$ cat src/rtl/branch_predictor_table.sv
// rtl/branch_predictor_table.sv - PHT of saturating counters, bimodal or gshare indexed, with hit/miss stats
module branch_predictor_table #(
    parameter int PC_W     = 32,
    parameter int PC_LSB   = 2,
    parameter int IDX_W    = 6,
    parameter int CTR_W    = 2,
    parameter int CTR_INIT = (1 << CTR_W) - 1,
    parameter int MODE     = 0,
    parameter int HIST_W   = 6,
    parameter int STAT_W   = 16
) (
    input  logic              clk,
    input  logic              rst,
    input  logic              pred_req,
    input  logic [PC_W-1:0]   pred_pc,
    output logic              pred_valid,
    output logic              pred_taken,
    output logic [HIST_W-1:0] pred_hist,
    input  logic              upd_valid,
    input  logic [PC_W-1:0]   upd_pc,
    input  logic [HIST_W-1:0] upd_hist,
    input  logic              upd_taken,
    input  logic              upd_pred,
    output logic [STAT_W-1:0] stat_total,
    output logic [STAT_W-1:0] stat_miss
);
    localparam int DEPTH = 1 << IDX_W;
    localparam logic [CTR_W-1:0]  CTR_MAX  = '1;
    localparam logic [STAT_W-1:0] STAT_MAX = '1;

    logic [CTR_W-1:0]  pht [DEPTH];
    logic [HIST_W-1:0] ghr;
    logic [IDX_W-1:0]  pidx;
    logic [IDX_W-1:0]  uidx;
    logic [CTR_W-1:0]  ctr_cur;
    logic [CTR_W-1:0]  ctr_next;
    logic [HIST_W-1:0] ghr_shift;
    logic              unused_pc_bits;

    // Only the index field of each PC feeds the table.
    assign unused_pc_bits = ^{pred_pc, upd_pc};

    // Updates index with the history returned by the caller, never the live GHR.
    assign pidx = pred_pc[PC_LSB +: IDX_W] ^ ((MODE == 1) ? IDX_W'(ghr) : '0);
    assign uidx = upd_pc[PC_LSB +: IDX_W] ^ ((MODE == 1) ? IDX_W'(upd_hist) : '0);

    // Shift form also works for HIST_W == 1.
    assign ghr_shift = (ghr << 1) | HIST_W'(upd_taken);

    always_comb begin
        ctr_cur  = pht[uidx];
        ctr_next = ctr_cur;
        if (upd_taken && (ctr_cur != CTR_MAX)) begin
            ctr_next = ctr_cur + CTR_W'(1);
        end else if (!upd_taken && (ctr_cur != '0)) begin
            ctr_next = ctr_cur - CTR_W'(1);
        end
    end

    always_ff @(posedge clk) begin
        if (rst) begin
            for (int i = 0; i < DEPTH; i++) begin
                pht[i] <= CTR_W'(CTR_INIT);
            end
            ghr        <= '0;
            pred_valid <= 1'b0;
            pred_taken <= 1'b0;
            pred_hist  <= '0;
            stat_total <= '0;
            stat_miss  <= '0;
        end else begin
            pred_valid <= pred_req;
            // Nonblocking writes below give read-before-write on a shared entry.
            if (pred_req) begin
                pred_taken <= pht[pidx][CTR_W-1];
                pred_hist  <= ghr;
            end
            if (upd_valid) begin
                pht[uidx] <= ctr_next;
                if (MODE == 1) begin
                    ghr <= ghr_shift;
                end
                if (stat_total != STAT_MAX) begin
                    stat_total <= stat_total + STAT_W'(1);
                end
                if ((upd_pred != upd_taken) && (stat_miss != STAT_MAX)) begin
                    stat_miss <= stat_miss + STAT_W'(1);
                end
            end
        end
    end
endmodule
$ cat config.mk
export PLATFORM = sky130hd
export DESIGN_NAME = branch_predictor_table
export DESIGN_NICKNAME = d
export VERILOG_FILES = /design/src/rtl/branch_predictor_table.sv
export SDC_FILE = /design/constraint.sdc
export NUM_CORES = 1
export LEC_CHECK = 0
export CAP_MARGIN = 30
export CORE_ASPECT_RATIO = 1.4
export CORE_MARGIN = 8
export CORE_UTILIZATION = 56
export DETAILED_ROUTE_END_ITERATION = 6
export PLACE_DENSITY = 0.83
export SLEW_MARGIN = 20
export SYNTH_ARGS = -nofsm -noshare
export SYNTH_HDL_FRONTEND = slang
export SYNTH_SLANG_ARGS = --single-unit
$ cat constraint.sdc
create_clock -name clk -period 5 [get_ports clk]
set_input_delay 1 -clock clk [delete_from_list [all_inputs] [get_ports clk]]
set_output_delay 1 -clock clk [all_outputs]
set_load 0.02 [all_outputs]
Yosys cells after proc, flatten, opt, wreduce, memory -nomap -nowiden:

Memories as Yosys holds them, arrays and structs flattened. A register that Yosys moved wholly into a read port is not among the register bits.
Cells that the tools add are included.

* register bits after elaboration: 33
* RAM bits: 128
* input bits: 76
* logic and storage cells: 30
* memories: 1

Memory list
* pht: words 64, width 2, read ports 2, clocked after Yosys merged registers in 1, write ports 64, line 31 `logic [CTR_W-1:0] pht [DEPTH];`

* add/subtract/negate cells: 4
* eq/ne operators: 4
* muxes and demuxes: 10
* reduce and logical (&&, ||, !) cells: 8

Operators by type and width (number)
* $add 16x1->16 const B: 2
* $ne 16x16->1 const B: 2
* $mux 1: 6
* $mux 2: 3
* $mux 6: 1
* $reduce_and 2->1: 2
* $logic_and 1x1->1: 3
* $add 2x1->2 const B: 1
* $ne 2x2->1 const B: 1
* $reduce_bool 2->1: 1
* $reduce_or 2->1: 1
* $sub 2x1->2 const B: 1
* $logic_not 1->1: 1
* $ne 1x1->1: 1

Longest topological paths before layout:

Gate-level depths: netlist of run 1.
An unclocked memory read counts as a cell.

* word-level depth: 6
* mapped depth: 17

Worst setup path before layout of run 1:

Ideal clock, no wire load.

* path type: input port to flip-flop
* start: input port upd_pc[2]
* end: memory pht[24][1] (data pin)
* setup time: 270 ps
* arrival: 3662 ps
* required time: 4730 ps
* slack: 1068 ps
* stages: 13
* buffers on the path: 3
* cells stage by stage: buf_6 > buf_8 > mux4_2 > a22oi_1 > o22ai_1 > a211oi_2 > and3_1 > inv_1 > ha_1 > nand2b_1 > o21ai_0 > clkbuf_1 > o21ai_0

RTL lines
* from (decl): line 20 `input logic [PC_W-1:0] upd_pc,`
* to (decl): line 31

==> results.md, run 1 <==
* Largest family of logic cells by synthesized area: simple AND/OR/NAND/NOR gates
* Post-Syn Area at 8910 µm²
* Pwr dens at 306 nW/µm²
* DR WL/cell at 21.0 µm
* DRC Markers at 0
* Area Growth Syn to Fin at 13.3%
* # resized after CTS at 0
* P_int at 2240 µW
* Worst hold-check path type: register to register
* Leak pwr at 0.00302 µW
* CTS tree: yes
* Final wirelength at 22700 µm
* Root Buffer: clkbuf_16
* Die Area at 20300 µm²
* DR iter-0 viols at 792
* Height of the die at 165 µm
* Comb pwr share at 0.145
* Fin Setup TNS at 0 ns
* Setup violators final at 0
* Post-CTS Setup Repair Bufs at 0
* HPWL after detailed placement at 14700 µm
* Synth Area in XOR/XNOR at 0.0226
* Vias at 6898
* Max H-tree Level at 4
* Hold WS at 0.478 ns
* Initial antenna violation count at 0
* Gpl congestion at 0.889
* Number of synthesized flops with an enable pin at 128
* Worst skew pair latency at 0.43 ns
* Num rows at 54
* Synth Area in Simple Gates at 0.175
* DR pass1 iterations at 5
* Clock Power Share at 0.378
* Net count, final at 949
* Reg clk slew, reported paths at 0.07 ns
* Post-DR vias/cell at 6.40
* Global-route usage over all layers at 0.232
* Relative slew slack at 0.407
* Post-synthesis sequential area ratio at 0.508
* FF+latch count, synth at 162
* Kind of critical path: primary input to register
* CP arrival at 4.61 ns
* Psw at 843 µW
* Fmax at 0.225 GHz
* Register share of total power at 0.477
* Share of layout cells above drive strength 1 at 0.189
* YS warnings at 0
* Synth Area in Adders at 0.00561
* Unique masters post-synth at 57
* Final Cycle Share at 0.891
* Worst-margin pin slew at 0.882 ns
* Compound-gate portion of the synthesized area at 0.131
* Core Area at 15600 µm²
* Number of diodes at 0
* Fraction of registers with async set/reset at 0
* Min Tclk post-route at 4.45 ns
* Mux share of post-synthesis cell area at 0.112
* Setup crit end kind: register
* Pin count of the biggest net entering global routing at 65
* Syn Inst Count at 843
* Status: finished, final reports clean
* Required time worst endpoint at 5.16 ns
* Effective utilization at floorplan at 0.571
* Avg Cell Area, Syn at 10.6 µm²
* CTS buffer count at 17
* Commonest non-fill, non-tap cell in the layout: edfxtp_1
* Vias in the first global route at 6874
* Die X at 123 µm
* Post-route ant nets at 0
* Clock sinks at 162
* Max Cap Viol at 0
* # IOs at 116
* RSZ-0062 raised after global routing: no
* # hold bufs at CTS at 0
* Final Util at 0.647
* CP startpoint kind: primary input
* Worst clock skew at 0.0125 ns
* Worst Path Max Fanout at 35
* I/O Buffers at 51
* Switching share of total power at 0.273
* Ys flop type: edfxtp_1
* Most frequent cells in the layout: edfxtp_1, o21ai_0, nor2_1, or2_2, clkdlybuf4s50_1
* Hold Fails Final Rpt at 0
* VDD IR max at 0.180 mV
* Grt ovf at 0
* Max clock buf depth at 2
* Slew Viols, Final at 0
* First-pass GRT wire length at 36000 µm
## power groups by stage
stage	Combinational, µW	Sequential [µW]	Clock (µW)
finish	446	1470	1170
global placement	430	1500	0
global route	475	1470	1230
CTS	435	1470	1170
detailed placement	432	1500	0
floorplan	281	1500	0
## cells in the mapped netlist (6+ instances only)
library cell | count | area share
edfxtp_1 | 128 | 0.43
o21ai_0 | 127 | 0.071
nor2_1 | 100 | 0.042
or2_2 | 65 | 0.046
nand2_1 | 36 | 0.015
dfxtp_1 | 34 | 0.076
clkbuf_1 | 31 | 0.013
mux4_2 | 26 | 0.066
a21oi_1 | 22 | 0.012
mux2i_1 | 21 | 0.024
nand3_1 | 20 | 0.011
buf_2 | 19 | 0.011
o21ai_1 | 17 | 0.0095
and3_1 | 15 | 0.011
mux2_2 | 13 | 0.016
xor2_1 | 13 | 0.013
buf_4 | 10 | 0.0084
inv_1 | 10 | 0.0042
nand3b_1 | 10 | 0.0084
xnor2_1 | 10 | 0.0098
clkbuf_2 | 9 | 0.0051
nor3_1 | 9 | 0.0051
or3_1 | 9 | 0.0063
nor3b_1 | 8 | 0.0067
a22oi_1 | 7 | 0.0059
nor2b_1 | 7 | 0.0049
and4_1 | 6 | 0.0059
o22ai_1 | 6 | 0.0042
## worst max-delay path: stages
cell and delay [ns]:
clkdlybuf4s50_1 0.51, buf_12 0.22, mux4_2 0.57, a22oi_1 0.29
o22ai_1 0.14, a211oi_2 0.32, and3_1 0.23, ha_1 0.29
o21ai_0 0.30, and4_1 0.33, buf_4 0.24, o21ai_0 0.14
## state kept, by name (all words and copies together) (netlist names)
| register | flops |
|---|---|
| pht | 128 |
| pred_taken | 1 |
| pred_valid | 1 |
| stat_miss | 16 |
| stat_total | 16 |
## routing by layer
layer | wire length (µm) | up-vias | GRT usage
met3 | 2000 | 83 | 0.0527
met1 | 8530 | 3300 | 0.271
met5 | 0 | - | 0
met2 | 11000 | 373 | 0.378
met4 | 1160 | 0 | 0.150
li1 | - | 3142 | -
## worst paths after layout
path | startpoint | endpoint | slack (ns) | depth (start not counted)
worst max-delay path | upd_pc[2] | pht[30][1] | 0.55 | 12
worst min-delay path | pred_taken | pred_taken | 0.48 | 2
worst max register to register | pht[34][0] | pht[30][1] | 1.56 | 10
worst min register to register | pred_taken | pred_taken | 0.48 | 2
## cell families after synthesis
group,Yosys count
and+or+nand+nor,301
AOI/OAI and AO/OA,207
DFF,162
buffers and inverters,83
muxes,62
xor gates and xnor gates,23
adders and majority gates,4
other,1
## cell type report
| class | count | area, µm² |
|---|---|---|
| clock buffer | 19 | 433 |
| clock inverter | 13 | 88.8 |
| sequential | 162 | 4520 |
| inverter | 10 | 37.5 |
| multi-input combinational | 603 | 4020 |
| tap | 196 | 245 |
| fill | 1200 | 5510 |
| timing repair buffer | 75 | 751 |
## metrics by stage
| step | setup WS (ns) | cells | instance area (µm²) | total power [µW] |
|---|---|---|---|---|
| floorplan | 1.07 | 848 | 8930 | 1780 |
| global placement | 0.269 | 1045 | 9560 | 1930 |
| detailed placement | 0.155 | 1045 | 9560 | 1930 |
| CTS | 0.590 | 1077 | 10100 | 3080 |
| global route | 0.344 | 1078 | 10100 | 3180 |
| finish | 0.547 | 1078 | 10100 | 3090 |
Note: power is estimated with default switching activity, not from simulation.
==> inputs of run 2 (changes only) <==
Settings changed: SETUP_SLACK_MARGIN from default to 0.15.
==> results of run 2 <==
No change in the layout: final DEF, timing and power equal those of run 1.
==> inputs of run 3 (changes only) <==
Settings changed: CAP_MARGIN 30 to 20, SLEW_MARGIN 20 to default.
==> run 3 against run 2 <==
Effect of this change: first-iteration DRC count unchanged; highest routed layer unchanged; clock power hardly changed; die area stayed put; critical path depth stayed put.
==> results.md, run 3 (same netlist as run 1, synthesis figures left out) <==
* Most frequent cells in the layout: edfxtp_1, o21ai_0, nor2_1, or2_2, clkdlybuf4s50_1
* Number of diodes at 0
* Switching share of total power at 0.273
* Fmax at 0.224 GHz
* Required time worst endpoint at 5.16 ns
* Post-DR vias/cell at 6.39
* Global-route usage over all layers at 0.232
* Max clock buf depth at 2
* Clock sinks at 162
* Share of layout cells above drive strength 1 at 0.188
* First-pass GRT wire length at 36000 µm
* Met1 wire length at 8490 µm
* Comb pwr share at 0.144
* Met3 Wirelength at 2030 µm
* Leak pwr at 0.00302 µW
* Worst hold-check path type: register to register
* P_int at 2240 µW
* Worst skew pair latency at 0.43 ns
* Setup violators final at 0
* Psw at 841 µW
* Clock Power Share at 0.378
* Post-CTS Setup Repair Bufs at 0
* Setup crit end kind: register
* Crit-path max cell delay at 0.57 ns
* VDD IR max at 0.180 mV
* Pin count of the biggest net entering global routing at 65
* Register share of total power at 0.478
* I/O Buffers at 51
* Num rows at 54
* HPWL after detailed placement at 14700 µm
* Slew Viols, Final at 0
* Min Tclk post-route at 4.47 ns
* Initial antenna violation count at 0
* Min-delay src: pred_taken
* Max Cap Viol at 0
* Worst-margin pin slew at 1.04 ns
* # hold bufs at CTS at 0
* Top Layer Used: met4
* Grt ovf at 0
* Launching point of the worst reg2reg path: pht[34][0]
* # IOs at 116
* DR pass1 iterations at 5
* Die Area at 20300 µm²
* DRC Markers at 0
* Met2 wire len at 10900 µm
* Effective utilization at floorplan at 0.571
* Status: finished, final reports clean
* Vias in the first global route at 6874
* Final Cycle Share at 0.893
* Relative slew slack at 0.307
* Max H-tree Level at 4
* Worst setup path start: upd_pc[2]
* Gpl congestion at 0.889
* Total power at 3080 µW
* CP startpoint kind: primary input
* Most frequent CP cell: o21ai_0
* Core Area at 15600 µm²
* DR iter-0 viols at 792
* Crit path max-delay cell type: mux4_2
* Max reg flops at 128
* Die X at 123 µm
* Post-route ant nets at 0
* CTS tree: yes
* DR WL/cell at 20.9 µm
* Hold Fails Final Rpt at 0
* Biggest register: pht
* CTS buffer count at 17
* Top flop regs: pht: 128 flops, stat_miss: 16 flops, stat_total: 16 flops
* Final wirelength at 22500 µm
* Area Growth Syn to Fin at 13.1%
* Root Buffer: clkbuf_16
* Reg clk slew, reported paths at 0.07 ns
* Kind of critical path: primary input to register
* Pwr dens at 306 nW/µm²
* CP cell instances: clkdlybuf4s50_1, buf_12, mux4_2, a22oi_1, o22ai_1, a211oi_2, and3_1, ha_1, o21ai_0, and4_1, buf_4, o21ai_0
* Commonest non-fill, non-tap cell in the layout: edfxtp_1
* Height of the die at 165 µm
* CP arrival at 4.63 ns
* Worst clock skew at 0.0137 ns
* Worst Path Max Fanout at 35
* Net count, final at 948
* # resized after CTS at 0
* RSZ-0062 raised after global routing: no
* Fin Setup TNS at 0 ns
* Vias at 6878
==> run 3: cell types whose count changed in the layout (fill, tap and decap cells not counted), sizes merged <==
cell  previous run  this run
buf             26        25
==> run 3: path summary, 6_finish.rpt <==
| check | end | slack (ns) | depth (start not counted) |
|---|---|---|---|
| hold / removal | pred_taken | 0.48 | 2 |
| setup reg to reg | pht[30][1] | 1.55 | 10 |
| setup / recovery | pht[30][1] | 0.53 | 12 |
| hold reg to reg | pred_taken | 0.48 | 2 |
==> run 3: final cells by class <==
type,count,area (µm²)
multi-input combinational,603,4020
tap,196,245
timing repair buffer,74,736
clock inverter,13,88.8
sequential,162,4520
clock buffer,19,433
fill,1203,5520
inverter,10,37.5
==> run 3: power by group through the flow <==
stage,sequential [µW],combinational [µW],clock (µW)
final,1470,444,1170
after global routing,1470,474,1230
after CTS,1470,435,1170
after detailed placement,1500,432,0
after global placement,1500,430,0
after floorplan,1500,281,0
==> run 3: per-layer routing <==
metal / track usage / vias to the layer above
met5: 0 / -
met4: 0.150 / 0
met3: 0.0527 / 84
met2: 0.378 / 390
met1: 0.271 / 3265
li1: - / 3139
==> run 3: per-stage QoR <==
stage / util / setup slack (ns) / instances / cell area (µm²) / hold WS (ns)
2_1_floorplan: - / 1.07 / 848 / 8930 / 0.543
3_3_place_gp: 0.613 / 0.269 / 1045 / 9560 / 0.459
3_5_place_dp: 0.613 / 0.155 / 1045 / 9560 / 0.470
4_1_cts: 0.646 / 0.590 / 1077 / 10100 / 0.482
5_1_grt: 0.646 / 0.346 / 1077 / 10100 / 0.528
6_report: 0.646 / 0.534 / 1077 / 10100 / 0.478
==> run 3: worst max-delay path: cells and delay by family <==
family	cells	cell delay [ns]
fa+ha+maj	1	0.29
compound gates	5	1.20
buf+inv	3	0.98
simple gates	2	0.56
mux	1	0.57
==> RTL edit, RTL diff (config.mk and constraints of run 3) <==
Register the output `stat_miss` once more, with the module's reset; this adds one clock of latency there. The other outputs are not delayed to match.
--- a/src/rtl/branch_predictor_table.sv
+++ b/src/rtl/branch_predictor_table.sv
@@ -27,6 +27,8 @@
     localparam int DEPTH = 1 << IDX_W;
     localparam logic [CTR_W-1:0]  CTR_MAX  = '1;
     localparam logic [STAT_W-1:0] STAT_MAX = '1;
+
+    logic [STAT_W-1:0] stat_miss_s0;
 
     logic [CTR_W-1:0]  pht [DEPTH];
     logic [HIST_W-1:0] ghr;
@@ -67,7 +69,7 @@
             pred_taken <= 1'b0;
             pred_hist  <= '0;
             stat_total <= '0;
-            stat_miss  <= '0;
+            stat_miss_s0 <= '0;
         end else begin
             pred_valid <= pred_req;
             // Nonblocking writes below give read-before-write on a shared entry.
@@ -83,10 +85,18 @@
                 if (stat_total != STAT_MAX) begin
                     stat_total <= stat_total + STAT_W'(1);
                 end
-                if ((upd_pred != upd_taken) && (stat_miss != STAT_MAX)) begin
-                    stat_miss <= stat_miss + STAT_W'(1);
+                if ((upd_pred != upd_taken) && (stat_miss_s0 != STAT_MAX)) begin
+                    stat_miss_s0 <= stat_miss_s0 + STAT_W'(1);
                 end
             end
         end
     end
+    always_ff @(posedge clk) begin
+        if (rst) begin
+            stat_miss <= '0;
+        end else begin
+            stat_miss <= stat_miss_s0;
+        end
+    end
+
 endmodule
Check against the original RTL: not equivalent (a bounded check fails within 4 cycles, from zero or initial values and one cycle with rst high).
==> RTL edit against run 3 <==
Count of clock-buffer cells in the layout fell by 1. Sequential cell count rose by 16. Utilization rose by 0.22 points. Combinational power rose by 13%. Wire length rose by 16%. Critical path depth rose by 1. Final area rose by 8.1%. Clock power rose by 15%. Total power rose by 12%. Worst setup slack got worse by 0.071 ns. Area after synthesis rose by 7.8%. Sequential share of layout area fell by 0.43 points. Highest routed layer unchanged.
==> RTL edit: results (changes against run 3) <==
stage;metric;value;unit;change
critical_path;reg2reg_depth;10;;unchanged
place;pre_cts_ws;0.234;ns;+0.0794 ns
yosys;synth_cell_types;62;;+8.8%
min_path;holdPathStages;1;;-1
critical_path;r2r-end;pht[8][0];;
critical_path;critPathTopFamily;compound AO/OA/AOI/OAI gates;;
timing;fin_skew;0.0137;ns;+0.0000375 ns
yosys;synthAdderAreaFrac;0.00521;;-0.000406
place;port_buffers;51;;unchanged
yosys;yosysWarnings;0;;unchanged
yosys;yosysSeqAreaShare;0.504;;-0.00334
critical_path;arrival;4.77;ns;+0.14 ns
power_and_ir_drop;leakage;0.00357;µW;+18%
detailed_routing;wl_met3;2890;µm;+42%
detailed_routing;viasPerCell;6.74;;+5.6%
power_and_ir_drop;ir_drop;0.000225;V;+25%
timing;fin_hold_ws;0.489;ns;+0.0115 ns
final_layout;final_nets;1024;;+8.0%
yosys;synth-xor-area-share;0.0137;;-0.00892
global_routing;grt_pass1_wl;41700;µm;+16%
timing;fin_setup_tns;0;ns;unchanged
yosys;synthMuxAreaShare;0.0802;;-0.0314
detailed_routing;drtIter0Drc;1084;;+37%
min_path;hold_path.class;flip-flop to flip-flop;;
yosys;async_flop_share;0;;unchanged
clock_tree;clockBufferDepth;2;;unchanged
clock_tree;postCtsSetupBuffers;0;;unchanged
global_routing;grt_util_met3;0.0636;;+0.0108
detailed_routing;firstDrtPassIters;7;;+2
critical_path;critPathMaxFanout;64;;+83%
final_layout;drive_above_1_share;0.147;;-0.0411
run_status;outcome;finished clean;;
min_path;holdPathEnd;stat_miss[12];;
place;place_congestion;0.961;;+8.0%
detailed_routing;wl_met1;8940;µm;+5.3%
yosys;synth-compound-area-share;0.118;;-0.0125
global_routing;grt_usage;0.248;;+0.0160
place;dpl.hpwl;17400;µm;+18%
min_path;holdCritStartpoint;stat_miss_s0[12];;
critical_path;r2r-start;pht[7][0];;
clock_tree;cts_max_level;4;;unchanged
critical_path;slowest_stage;a2111oi_2;;
global_routing;grt_pass1_vias;7809;;+14%
critical_path;cp_slowest_stage_delay;0.53;ns;-0.04 ns
detailed_routing;wl_per_cell;22.6;µm;+7.9%
yosys;ys_top_cells_by_area;edfxtp_1 40%, dfxtp_1 10%, mux4_2 4.9%;;
clock_tree;numCtsBuffers;17;;unchanged
critical_path;reg2reg_slack;1.54;ns;
global_routing;grtUsageMet2;0.412;;+0.0339
detailed_routing;wl_met2;12800;µm;+18%
yosys;synthTopCellsByCount;128 x edfxtp_1, 78 x nand2_1, 62 x nand3_1;;
global_routing;grt_max_degree;99;;+52%
timing;worst_slew_pin_slew;0.988;ns;-0.0488 ns
global_routing;grtUsageMet1;0.280;;+0.00877
place;place_area;10300;µm²;+7.7%
==> RTL edit: cell families after synthesis <==
| family | after synthesis |
|---|---|
| multiplexers | 50 |
| buffers and inverters | 99 |
| adder cells (fa/ha/maj) | 4 |
| AO/OA/AOI/OAI | 169 |
| other | 1 |
| AND/OR/NAND/NOR | 400 |
| flip-flops | 178 |
| XOR/XNOR | 15 |
==> RTL edit: through the flow <==
step	instances	power [µW]	utilization
final	1160	3440	0.648
after global routing	1160	3530	0.648
after CTS	1160	3430	0.648
after detailed placement	1128	2120	0.613
after global placement	1128	2110	0.613
after floorplan	921	1950	-
==> RTL edit: worst max-delay path by stage <==
| stage | slack, ns | end | depth (start not counted) |
|---|---|---|---|
| finish | 0.46 | pht[8][0] | 13 |
| global placement | 0.33 | pht[13][0] | 13 |
| CTS | 0.59 | pht[8][0] | 13 |
| detailed placement | 0.23 | pht[30][0] | 13 |
| floorplan | 0.99 | pht[12][1] | 13 |
| global route | 0.35 | pht[8][0] | 13 |
==> RTL edit: area by class of cell <==
type | count | area, µm²
Tap cell | 203 | 254
Timing Repair Buffer | 88 | 848
Clock inverter | 14 | 150
Fill cell | 1313 | 5910
Inverter | 15 | 56.3
Sequential cell | 178 | 4840
Clock buffer | 18 | 450
Multi-Input combinational cell | 644 | 4300
==> RTL edit: report_power, final <==
part / switching, µW / internal, µW / leakage (µW) / total (µW)
combinational: 339 / 164 / 0.00195 / 503
sequential: 9.09 / 1590 / 0.00132 / 1600
clock: 625 / 716 / 0.000296 / 1340
total: 973 / 2470 / 0.00357 / 3440
